`src/rtl/mpu6050_pkg.sv`:
```
// Shared constants and state encoding for the MPU6050 burst reader.
package mpu6050_pkg;

    localparam logic [7:0] ACCEL_XOUT_H = 8'h3B;
    localparam logic [7:0] TEMP_OUT_H   = 8'h41;
    localparam logic [7:0] GYRO_XOUT_H  = 8'h43;

    typedef enum logic [2:0] {
        StIdle,
        StReq,
        StWait,
        StStore,
        StCommit
    } state_e;

endpackage

```
`src/rtl/mpu6050_data_reader_if.sv`:
```
// Request, byte-read handshake and frame result signals of the MPU6050 reader.
interface mpu6050_data_reader_if;

    logic        ReadReq;
    logic [7:0]  RegAddr;
    logic        RdReq;
    logic        RdDone;
    logic [7:0]  RdData;
    logic [15:0] AccX;
    logic [15:0] AccY;
    logic [15:0] AccZ;
    logic [15:0] Temp;
    logic [15:0] GyroX;
    logic [15:0] GyroY;
    logic [15:0] GyroZ;
    logic        DataValid;
    logic        Busy;
    logic        Timeout;

    modport slave (
        input  ReadReq, RdDone, RdData,
        output RegAddr, RdReq, AccX, AccY, AccZ, Temp, GyroX, GyroY, GyroZ,
        output DataValid, Busy, Timeout
    );

    modport master (
        output ReadReq, RdDone, RdData,
        input  RegAddr, RdReq, AccX, AccY, AccZ, Temp, GyroX, GyroY, GyroZ,
        input  DataValid, Busy, Timeout
    );

endinterface

```
`src/rtl/mpu6050_data_reader.sv`:
```
// Reads one sensor frame byte by byte through a bus master and publishes all
// seven 16-bit values at once, aborting the frame if a byte never arrives.
module mpu6050_data_reader
    import mpu6050_pkg::*;
#(
    parameter logic [7:0]  BASE_ADDR   = ACCEL_XOUT_H,
    parameter int unsigned NUM_BYTES   = 14,
    parameter logic [15:0] TIMEOUT_CYC = 16'd50000
) (
    input logic                   clk,
    input logic                   rst,
    mpu6050_data_reader_if.slave  bus
);

    localparam int unsigned IdxW = (NUM_BYTES > 1) ? $clog2(NUM_BYTES) : 1;
    localparam logic [IdxW-1:0] LastIdx = IdxW'(NUM_BYTES - 1);

    state_e          state;
    logic [IdxW-1:0] idx;
    logic [15:0]     wait_cnt;
    logic [7:0]      buffer [NUM_BYTES];

    assign bus.Busy = (state != StIdle);

    always_ff @(posedge clk or negedge rst) begin
        if (!rst) begin
            state         <= StIdle;
            idx           <= '0;
            wait_cnt      <= '0;
            buffer        <= '{default: '0};
            bus.RegAddr   <= '0;
            bus.RdReq     <= 1'b0;
            bus.AccX      <= '0;
            bus.AccY      <= '0;
            bus.AccZ      <= '0;
            bus.Temp      <= '0;
            bus.GyroX     <= '0;
            bus.GyroY     <= '0;
            bus.GyroZ     <= '0;
            bus.DataValid <= 1'b0;
            bus.Timeout   <= 1'b0;
        end else begin
            bus.DataValid <= 1'b0;
            bus.Timeout   <= 1'b0;
            unique case (state)
                StIdle: begin
                    if (bus.ReadReq) begin
                        idx   <= '0;
                        state <= StReq;
                    end
                end
                StReq: begin
                    bus.RegAddr <= BASE_ADDR + 8'(idx);
                    bus.RdReq   <= 1'b1;
                    wait_cnt    <= '0;
                    state       <= StWait;
                end
                StWait: begin
                    // A byte landing on the expiry cycle still counts.
                    if (bus.RdDone) begin
                        buffer[idx] <= bus.RdData;
                        bus.RdReq   <= 1'b0;
                        state       <= StStore;
                    end else if (wait_cnt == TIMEOUT_CYC - 16'd1) begin
                        bus.Timeout <= 1'b1;
                        bus.RdReq   <= 1'b0;
                        state       <= StIdle;
                    end else begin
                        wait_cnt <= wait_cnt + 16'd1;
                    end
                end
                StStore: begin
                    if (idx == LastIdx) begin
                        state <= StCommit;
                    end else begin
                        idx   <= idx + 1'b1;
                        state <= StReq;
                    end
                end
                StCommit: begin
                    bus.AccX      <= {buffer[0],  buffer[1]};
                    bus.AccY      <= {buffer[2],  buffer[3]};
                    bus.AccZ      <= {buffer[4],  buffer[5]};
                    bus.Temp      <= {buffer[6],  buffer[7]};
                    bus.GyroX     <= {buffer[8],  buffer[9]};
                    bus.GyroY     <= {buffer[10], buffer[11]};
                    bus.GyroZ     <= {buffer[12], buffer[13]};
                    bus.DataValid <= 1'b1;
                    state         <= StIdle;
                end
                default: state <= StIdle;
            endcase
        end
    end

endmodule
```
`src/flat_wrapper.sv`:
```
// flat-port wrapper written by rule: the top's interface ports become plain ports
module mpu6050_data_reader_flat import mpu6050_pkg::*;
#(
    parameter logic [7:0]  BASE_ADDR   = ACCEL_XOUT_H,
    parameter int unsigned NUM_BYTES   = 14,
    parameter logic [15:0] TIMEOUT_CYC = 16'd50000
)
  (clk, rst, bus_ReadReq, bus_RdDone, bus_RdData, bus_RegAddr, bus_RdReq, bus_AccX, bus_AccY, bus_AccZ, bus_Temp, bus_GyroX, bus_GyroY, bus_GyroZ, bus_DataValid, bus_Busy, bus_Timeout);
  mpu6050_data_reader_if bus_i ();
  input logic clk;
  input logic rst;
  input wire logic [$bits(bus_i.ReadReq)-1:0] bus_ReadReq;
  input wire logic [$bits(bus_i.RdDone)-1:0] bus_RdDone;
  input wire logic [$bits(bus_i.RdData)-1:0] bus_RdData;
  output wire logic [$bits(bus_i.RegAddr)-1:0] bus_RegAddr;
  output wire logic [$bits(bus_i.RdReq)-1:0] bus_RdReq;
  output wire logic [$bits(bus_i.AccX)-1:0] bus_AccX;
  output wire logic [$bits(bus_i.AccY)-1:0] bus_AccY;
  output wire logic [$bits(bus_i.AccZ)-1:0] bus_AccZ;
  output wire logic [$bits(bus_i.Temp)-1:0] bus_Temp;
  output wire logic [$bits(bus_i.GyroX)-1:0] bus_GyroX;
  output wire logic [$bits(bus_i.GyroY)-1:0] bus_GyroY;
  output wire logic [$bits(bus_i.GyroZ)-1:0] bus_GyroZ;
  output wire logic [$bits(bus_i.DataValid)-1:0] bus_DataValid;
  output wire logic [$bits(bus_i.Busy)-1:0] bus_Busy;
  output wire logic [$bits(bus_i.Timeout)-1:0] bus_Timeout;
  assign bus_i.ReadReq = bus_ReadReq;
  assign bus_i.RdDone = bus_RdDone;
  assign bus_i.RdData = bus_RdData;
  assign bus_RegAddr = bus_i.RegAddr;
  assign bus_RdReq = bus_i.RdReq;
  assign bus_AccX = bus_i.AccX;
  assign bus_AccY = bus_i.AccY;
  assign bus_AccZ = bus_i.AccZ;
  assign bus_Temp = bus_i.Temp;
  assign bus_GyroX = bus_i.GyroX;
  assign bus_GyroY = bus_i.GyroY;
  assign bus_GyroZ = bus_i.GyroZ;
  assign bus_DataValid = bus_i.DataValid;
  assign bus_Busy = bus_i.Busy;
  assign bus_Timeout = bus_i.Timeout;
  mpu6050_data_reader #(.BASE_ADDR(BASE_ADDR), .NUM_BYTES(NUM_BYTES), .TIMEOUT_CYC(TIMEOUT_CYC)) u_core (.clk(clk), .rst(rst), .bus(bus_i));
endmodule
```
`config.mk`:
```
export PLATFORM = sky130hd
export DESIGN_NAME = mpu6050_data_reader_flat
export DESIGN_NICKNAME = d
export VERILOG_FILES = /design/src/rtl/mpu6050_pkg.sv /design/src/rtl/mpu6050_data_reader_if.sv /design/src/rtl/mpu6050_data_reader.sv /design/src/flat_wrapper.sv
export SDC_FILE = /design/constraint.sdc
export NUM_CORES = 1
export LEC_CHECK = 0
export ABC_AREA = 0
export CORE_MARGIN = 4
export CORE_UTILIZATION = 45
export CTS_BUF_LIST = sky130_fd_sc_hd__clkbuf_16
export DETAILED_ROUTE_END_ITERATION = 6
export DONT_BUFFER_PORTS = 1
export PLACE_DENSITY_LB_ADDON = 0.05
export SYNTH_ARGS = -nofsm -noshare
export SYNTH_HDL_FRONTEND = slang
export SYNTH_SLANG_ARGS = --single-unit
```
`constraint.sdc`:
```
create_clock -name clk -period 2.5 [get_ports clk]
set_input_delay 0.125 -clock clk [delete_from_list [all_inputs] [get_ports clk]]
set_output_delay 0.125 -clock clk [all_outputs]
set_load 0.01 [all_outputs]
```
==> impl_metrics.py, run 1 <==
metrics = {
    "run_status": {
        "status": "finished, violations left",
        "violations": "negative hold slack",
    },
    "global_routing": {
        "grt_pass1_vias": 5973,
        "grt_pass1_wl_mm": 36.6,
        "grtUsageTotal_pct": 18.2,
        "grt_max_degree": 258,
        "overflow": 0,
        "antenna_found_initial": 1,
    },
    "detailed_routing": {
        "vias": 5622,
        "post_drt_via_cell_ratio": 5.63,
        "drt-total-wl_mm": 23.1,
        "drc": 0,
        "first_pass_iters": 4,
        "wl_per_cell_um": 23.1,
        "drtAntennaViolNets": 0,
        "drt_iter0_drc": 325,
    },
    "power_and_ir_drop": {
        "finalPower_mw": 11.0,
        "leakagePower_nw": 5.61,
        "vdd.ir_drop.worst_mv": 0.527,
        "power_density_nw_per_um2": 962,
    },
    "critical_path": {
        "r2r_setup_slack_ns": 0.24,
        "cp.required_ns": 2.90,
        "critPathLaunchType": "flip-flop",
        "endpoint_kind": "flip-flop",
        "crit_type": "reg -> reg",
        "worstReg2RegStart": "u_core.state[0]",
        "worst-endpoint-arrival_ns": 2.66,
        "critPathMaxFanout": 10,
        "cp-startpoint": "u_core.state[0]",
    },
    "logic_synthesis": {
        "synth-simple-area-share_pct": 5.72,
        "synth_fp_nets": 712,
        "netlist_instances": 694,
        "synth_top_area_share_pct": 62.8,
        "syn-cell-area_um2": 10200,
        "yosys_most_used_dff": "dfrtp_1",
        "synth-compound-area-share_pct": 3.40,
        "synth_seq_cells": 257,
        "synth_xor_area_share_pct": 0.257,
        "synth.distinct_cells": 49,
        "synthAdderAreaFrac_pct": 0.733,
        "yosysWarnings": 0,
        "muxShareOfSynthArea_pct": 24.8,
        "yosysTopAreaCell": "dfrtp_1",
        "synth_common_cells": "257 x dfrtp_1, 221 x mux2_2, 19 x nor2_1",
        "ys_seq_area_share_pct": 62.8,
        "synth.area.top_cells": "dfrtp_1 63%, mux2_2 24%, a21oi_1 0.78%",
        "synth_top_family_by_area": "multiplexers",
        "synth_most_common_cell": "dfrtp_1",
        "synth_area_per_cell_um2": 14.8,
        "synth_edf_count": 0,
        "synthArstFlopShare_pct": 100,
    },
    "clock_tree": {
        "cts.root.buffer_cell": "clkbuf_16",
        "clk_latency_ns": 0.53,
        "cts.clk_slew.worst_paths_ns": 0.06,
        "cts_max_level": 1,
        "cts_sinks": 257,
        "postCtsHoldBufs": 10,
        "cts_tree": "done",
        "cts_made_buffers": 27,
        "clockBufferDepth": 3,
    },
    "floorplan": {
        "core-area_um2": 22100,
        "start_util_pct": 46.3,
        "fp.dieW_um": 159,
        "die_h_um": 159,
        "fp.dieArea_um2": 25200,
        "rows": 54,
        "ios": 136,
    },
    "sta": {
        "period_needed_ns": 2.26,
        "hold_viol_final": 257,
        "setup_tns_ns": 0,
        "worstMarginPinSlew_ns": 1.10,
        "drv_slew": 0,
        "relSlewSlack_pct": 26.2,
        "setup_viol": 0,
        "max_freq_ghz": 0.443,
        "post-route-period-util_pct": 90.2,
        "fin_skew_ns": 0.0117,
        "fin_ws_ns": 0.244,
        "rsz0062_at_grt": "no",
        "holdWs_ns": -0.698,
    },
    "placement": {
        "gp_congestion": 0.854,
        "place_ws_ns": 0.252,
        "dpl.cell_count": 942,
        "dp_hpwl_mm": 14.4,
        "port-buffer-count": 0,
    },
    "cells_and_area": {
        "fillers": 1859,
        "antenna_cells": 0,
        "final_cell_count_no_fill": 999,
        "drive_above_1_share_pct": 38.4,
        "syn2layout_area_growth_pct": 11.4,
        "final_nets": 719,
    },
    "hold_path": {
        "hp-class": "in -> async",
    },
    "flow_run": {
        "maxCapViolCount": 0,
    },
}
## per-stage QoR
stage | utilization, % | instance area [um2]
floorplan | - | 10200
global placement | 47.4 | 10500
global route | 51.6 | 11400
CTS | 51.6 | 11400
finish | 51.6 | 11400
detailed placement | 47.4 | 10500
## registers in the layout, summed over array words and instances, names as in the netlist
signal                count
u_core.bus.AccY          16
u_core.bus.AccX          16
u_core.bus.GyroZ         16
u_core.wait_cnt          16
u_core.buffer           112
u_core.bus.RegAddr        7
u_core.bus.Timeout        1
u_core.bus.Temp          16
u_core.bus.AccZ          16
u_core.bus.GyroX         16
u_core.bus.GyroY         16
u_core.bus.RdReq          1
u_core.idx                4
u_core.bus.DataValid      1
u_core.state              3
## path summary, 6_finish.rpt
check,endpoint,cells past startpoint
setup reg to reg,u_core.buffer[110],4
hold / removal,u_core.wait_cnt[15],0
max in group asynchronous,u_core.bus.Temp[13],0
hold reg to reg,u_core.buffer[27],1
min in group clk,u_core.wait_cnt[5],3
setup / recovery,u_core.buffer[110],4
## where the power goes
group	switching, mW	total [mW]	internal [mW]
combinational	0.732	1.56	0.832
sequential	0.606	5.60	5.00
clock	1.55	3.81	2.25
total	2.89	11.0	8.08
## routing by layer
metal	GRT usage, %	up-vias	part of all wire [%]
li1	-	2485	-
met1	23.3	2951	41
met2	30.7	157	49
met3	5.91	27	7.5
met4	3.63	2	2.0
met5	0	-	0.065
## worst max-delay path: stages (launching register included)
cell and delay, ns:
dfrtp_1 0.48, or3b_1 0.47, nor4b_4 0.38, and2_1 0.42, mux2_2 0.38
## kinds of logic after synthesis
kind of cell	count (synthesis)
flip-flops	257
multiplexers	226
AND/OR/NAND/NOR	101
AO/OA/AOI/OAI	55
buffers and inverters	45
adder cells (fa/ha/maj)	6
XOR/XNOR	3
other	1
## cell type report
| cell class | count | area (um2) | area share [%] |
|---|---|---|---|
| clock buffers | 27 | 676 | 5.93 |
| clock inverters | 20 | 164 | 1.44 |
| inverters | 7 | 26.3 | 0.230 |
| multi-input cells | 392 | 3580 | 31.4 |
| flip-flops and latches | 257 | 6430 | 56.4 |
| well taps | 280 | 350 | 3.07 |
| repair buffers | 16 | 170 | 1.49 |
## timing repair
item	4_1_cts	5_1_grt
endpoints found under the hold margin	386	257
buffers inserted	0	0
resized for setup	0	0
## layout by cell type, fill, tap and decap left out, types with 10 or more instances in the layout
cell and count:
clkbuf_16 27, o21ai_0 11, nand2_1 14, dfrtp_1 257
nor2_1 19, nand3_1 10, dlygate4sd3_1 10, mux2_2 221
a21oi_1 16, inv_1 13
Power figures use the tool's default switching activity.
==> run 2: changes to the inputs <==
- CORE_UTILIZATION: 45 -> 50
==> run 2 against run 1 <==
Net effect: the flow still finishes with violations (negative hold slack); worst setup slack lost 0.0075 ns; count of clock-buffer cells in the layout shrank 1; die area shrank 9.5%; register-to-register slack is essentially flat; via count grew 0.20%; flip-flop and latch count is the same; critical endpoint is now u_core.buffer[97].
==> impl_metrics.py, run 2 (synthesis gave the netlist of run 1 again) <==
metrics = {
    "floorplan": {
        "die_h_um": 151,
        "core-area_um2": 20200,
        "start_util_pct": 50.8,
        "ios": 136,
        "fp.dieW_um": 151,
        "fp.dieArea_um2": 22800,
        "rows": 52,
    },
    "placement": {
        "gp_congestion": 0.855,
        "postPlaceCellArea_um2": 10500,
        "port-buffer-count": 0,
        "dp_hpwl_mm": 14.0,
        "place_ws_ns": 0.232,
    },
    "sta": {
        "rsz0062_at_grt": "no",
        "post-route-period-util_pct": 90.5,
        "worstMarginPinSlew_ns": 0.928,
        "fin_ws_ns": 0.237,
        "setup_tns_ns": 0,
        "relSlewSlack_pct": 37.9,
        "drv_slew": 0,
        "period_needed_ns": 2.26,
        "setup_viol": 0,
        "max_freq_ghz": 0.442,
        "holdWs_ns": -0.694,
        "fin_skew_ns": 0.00896,
        "hold_viol_final": 257,
    },
    "critical_path": {
        "cp.required_ns": 2.90,
        "critPathMaxFanout": 10,
        "worst-endpoint-arrival_ns": 2.66,
        "crit_type": "reg -> reg",
        "endpoint_kind": "flip-flop",
        "r2r_setup_slack_ns": 0.24,
        "critPathLaunchType": "flip-flop",
    },
    "run_status": {
        "violations": "negative hold slack",
        "status": "finished, violations left",
    },
    "power_and_ir_drop": {
        "seqPwrFrac_pct": 53.0,
        "intPower_mw": 7.71,
        "switchingPower_mw": 2.89,
        "power_density_nw_per_um2": 936,
        "switching_share_pct": 27.3,
        "finalPower_mw": 10.6,
        "power_frac_clock_pct": 32.4,
        "leakagePower_nw": 5.59,
        "combinationalPowerShare_pct": 14.7,
        "vdd.ir_drop.worst_mv": 0.488,
    },
    "global_routing": {
        "overflow": 0,
        "grt_pass1_vias": 6119,
        "grtUsageTotal_pct": 19.9,
        "grt_pass1_wl_mm": 35.4,
        "grt_max_degree": 258,
        "antenna_found_initial": 0,
    },
    "cells_and_area": {
        "stdcell_area_um2": 11300,
        "final_cell_mix": "257 x dfrtp_1, 221 x mux2_2, 26 x clkbuf_16",
        "syn2layout_area_growth_pct": 10.7,
        "largest_reg_flops": 112,
        "layout_commonest_cell": "dfrtp_1",
        "antenna_cells": 0,
        "fillers": 1639,
        "final_nets": 721,
        "drive_above_1_share_pct": 38.6,
        "regMostFlops": "u_core.buffer",
    },
    "clock_tree": {
        "cts_max_level": 1,
        "postCtsHoldBufs": 10,
        "cts.root.buffer_cell": "clkbuf_16",
        "cts_sinks": 257,
        "clockBufferDepth": 3,
        "clk_latency_ns": 0.52,
        "cts_made_buffers": 26,
        "cts_tree": "done",
        "cts.clk_slew.worst_paths_ns": 0.06,
        "cts_resized": 0,
    },
    "detailed_routing": {
        "vias": 5633,
        "first_pass_iters": 5,
        "drt_iter0_drc": 235,
        "drt-total-wl_mm": 22.2,
        "post_drt_via_cell_ratio": 5.68,
        "drtAntennaViolNets": 0,
        "wl_per_cell_um": 22.4,
        "drc": 0,
    },
    "hold_path": {
        "hp-class": "in -> async",
    },
    "flow_run": {
        "maxCapViolCount": 0,
    },
}
## run 2: cell types whose count changed in the layout (fill, tap and decap cells not counted), sizes merged
cell    before  now
clkinv      10   14
buf          6    9
bufinv       3    0
clkbuf      27   26
inv         14   13
## run 2: through the flow
| step | utilization, % | cells | hold slack (ns) |
|---|---|---|---|
| global route | 56.2 | 991 | -0.727 |
| finish | 56.2 | 991 | -0.694 |
| global placement | 52.0 | 935 | -0.160 |
| CTS | 56.2 | 991 | -0.716 |
| floorplan | - | 694 | -0.171 |
| detailed placement | 52.0 | 935 | -0.159 |
## run 2: repair_timing
action                     CTS  global route
setup endpoints to repair    0             0
hold endpoints to repair   386           257
setup buffers                0             0
## run 2: path summary, 6_finish.rpt
path | startpoint | endpoint | cells after the start
worst max register to register | u_core.state[0] | u_core.buffer[97] | 4
worst min-delay path | rst | u_core.wait_cnt[6] | 0
max in group asynchronous | rst | u_core.bus.GyroY[4] | 0
worst min register to register | u_core.buffer[44] | u_core.buffer[44] | 1
worst max-delay path | u_core.state[0] | u_core.buffer[97] | 4
min in group clk | bus_RdDone | u_core.wait_cnt[6] | 3
## run 2: worst max-delay path: stages (launching register included)
cell     delay (ns)
dfrtp_1        0.48
or3b_1         0.48
nor4b_4        0.37
and2_1         0.43
mux2_2         0.39
## run 2: routing by layer
metal	track usage [%]	vias up	part of all wire, %
met5	0	-	0
met4	4.81	0	1.5
met3	6.01	32	7.7
met2	32.6	172	49
met1	26.3	2933	42
li1	-	2496	-
## run 2: cell type report
cell class	count	area, um2	share of cell area (%)
repair buffers	19	205	1.81
well taps	270	338	2.98
flip-flops and latches	257	6430	56.7
clock buffers	26	651	5.74
multi-input cells	392	3580	31.6
inverters	7	26.3	0.232
clock inverters	20	100	0.883
## run 2: power groups by stage
stage | combinational [mW] | sequential [mW] | clock [mW]
final | 1.55 | 5.62 | 3.43
after detailed placement | 1.51 | 5.70 | 0
after floorplan | 1.31 | 5.43 | 0
after global routing | 1.74 | 5.72 | 3.71
after CTS | 1.58 | 5.62 | 3.52
after global placement | 1.44 | 5.65 | 0
==> run 3: changes to the inputs <==
- CORE_MARGIN: 4 -> unset
- GPL_TIMING_DRIVEN: unset -> 0
==> run 3 against run 2 <==
Net effect: the run still ends with negative hold slack left; core utilization up 1.5 points; largest power group unchanged; highest routed layer unchanged; clock skew up 0.0054 ns; global-route usage up 2.1 points; die area down 7.8%; sequential share of layout area down 0.37 points; hold slack worse by 0.011 ns; clock power up 2%; critical path depth up 3; combinational power up 5%; flip-flop and latch count unchanged; worst setup slack better by 0.055 ns.
==> impl_metrics.py, run 3 (synthesis gave the netlist of run 1 again) <==
metrics = {
    "sta": {
        "post-route-period-util_pct": 88.3,
        "rsz0062_at_grt": "no",
        "worstMarginPinSlew_ns": 1.00,
        "fin_skew_ns": 0.0144,
        "max_freq_ghz": 0.453,
        "holdWs_ns": -0.705,
        "setup_viol": 0,
        "drv_slew": 0,
        "hold_viol_final": 257,
        "relSlewSlack_pct": 33.1,
        "period_needed_ns": 2.21,
        "setup_tns_ns": 0,
    },
    "floorplan": {
        "core-area_um2": 19800,
        "fp.dieW_um": 145,
        "start_util_pct": 51.8,
        "fp.dieArea_um2": 21100,
        "die_h_um": 145,
        "ios": 136,
        "rows": 51,
    },
    "detailed_routing": {
        "wl_per_cell_um": 22.0,
        "wl_met3_mm": 1.53,
        "wl_met2_mm": 10.6,
        "drtAntennaViolNets": 0,
        "post_drt_via_cell_ratio": 5.60,
        "drt_iter0_drc": 239,
        "vias": 5657,
        "dr.max_layer_used": "met4",
        "drc": 0,
        "drt-met1-wl_mm": 9.62,
        "first_pass_iters": 4,
        "drt-total-wl_mm": 22.2,
    },
    "cells_and_area": {
        "largest_reg_flops": 112,
        "final_nets": 750,
        "final_cell_mix": "257 x dfrtp_1, 221 x mux2_2, 27 x clkbuf_16",
        "layout_commonest_cell": "dfrtp_1",
        "antenna_cells": 0,
        "regMostFlops": "u_core.buffer",
        "utilization_pct": 57.7,
        "fillers": 1593,
        "drive_above_1_share_pct": 38.2,
        "syn2layout_area_growth_pct": 11.5,
    },
    "global_routing": {
        "grtUsageTotal_pct": 22.0,
        "overflow": 0,
        "grt_max_degree": 258,
        "grt_pass1_wl_mm": 35.9,
        "grt_pass1_vias": 6049,
        "antenna_found_initial": 0,
    },
    "critical_path": {
        "crit_type": "reg -> reg",
        "critPathMaxFanout": 10,
        "cp.required_ns": 2.92,
        "endpoint_kind": "flip-flop",
        "worst-endpoint-arrival_ns": 2.63,
        "critPathLaunchType": "flip-flop",
    },
    "run_status": {
        "violations": "negative hold slack",
        "status": "finished, violations left",
    },
    "clock_tree": {
        "postCtsHoldBufs": 9,
        "clockBufferDepth": 3,
        "cts.clk_slew.worst_paths_ns": 0.06,
        "cts_max_level": 1,
        "cts_made_buffers": 27,
        "clk_latency_ns": 0.54,
        "cts_sinks": 257,
        "cts.root.buffer_cell": "clkbuf_16",
        "cts_tree": "done",
    },
    "power_and_ir_drop": {
        "power_density_nw_per_um2": 934,
        "vdd.ir_drop.worst_mv": 0.588,
        "leakagePower_nw": 5.64,
    },
    "placement": {
        "dp_hpwl_mm": 14.3,
        "gp_congestion": 0.801,
        "port-buffer-count": 0,
    },
    "hold_path": {
        "hp-class": "in -> async",
    },
    "flow_run": {
        "maxCapViolCount": 0,
    },
}
-- run 3: changes by cell type in the layout (fill, tap and decap cells not counted), sizes merged --
cell,change
clkinv,-6
buf,+13
dlygate4sd3,-1
clkbuf,+17
clkinvlp,+1
inv,+1
-- run 3: path summary, 6_finish.rpt --
kind | to | startpoint | slack [ns] | depth (start not counted)
max in group asynchronous | u_core.buffer[72] | rst | 2.84 | 0
setup reg to reg | u_core.buffer[91] | u_core.state[0] | 0.29 | 7
setup / recovery | u_core.buffer[91] | u_core.state[0] | 0.29 | 7
min in group clk | u_core.wait_cnt[7] | bus_RdDone | 0.04 | 4
hold / removal | u_core.wait_cnt[5] | rst | -0.70 | 0
hold reg to reg | u_core.buffer[44] | u_core.buffer[44] | 0.49 | 1
-- run 3: report_power, final --
group,switching (mW),internal [mW]
combinational,0.775,0.854
sequential,0.540,5.00
clock,1.56,1.93
total,2.87,7.78
-- run 3: area by class of cell --
| class | instances | area (um2) | share of cell area (%) |
|---|---|---|---|
| Sequential cell | 257 | 6430 | 56.4 |
| Multi-Input combinational cell | 392 | 3580 | 31.4 |
| Clock buffer | 27 | 676 | 5.92 |
| Tap cell | 265 | 332 | 2.91 |
| Buffer | 38 | 199 | 1.74 |
| Timing Repair Buffer | 9 | 90.1 | 0.790 |
| Clock inverter | 16 | 73.8 | 0.647 |
| Inverter | 7 | 26.3 | 0.230 |
-- run 3: stage by stage --
step | instance area, um2 | hold slack [ns] | setup slack, ns | total power, mW | std cells
finish | 11400 | -0.705 | 0.292 | 10.7 | 1011
floorplan | 10200 | -0.171 | 0.501 | 6.74 | 694
global route | 11400 | -0.728 | 0.0567 | 11.2 | 1011
detailed placement | 10600 | -0.162 | 0.0619 | 7.25 | 959
CTS | 11400 | -0.722 | 0.0542 | 10.8 | 1011
global placement | 10600 | -0.163 | 0.0889 | 7.12 | 959
-- run 3: critical path, stage by stage (launching register included) --
cell and delay [ns]:
dfrtp_1 0.37, buf_6 0.13, or3b_1 0.35, buf_2 0.21, nor4b_4 0.33, and2_1 0.18
buf_6 0.16, mux2_2 0.35
-- run 3: per-layer routing --
layer | global-route usage, % | vias up
li1 | - | 2554
met1 | 29.1 | 2927
met2 | 35.6 | 139
met3 | 6.19 | 37
met4 | 5.89 | 0
met5 | 0 | -
-- run 3: timing repair --
item                                    CTS  global route
endpoints found under the setup margin    0            59
resized for setup                         0             2
setup buffers                             0             0
hold endpoints to repair                294           257
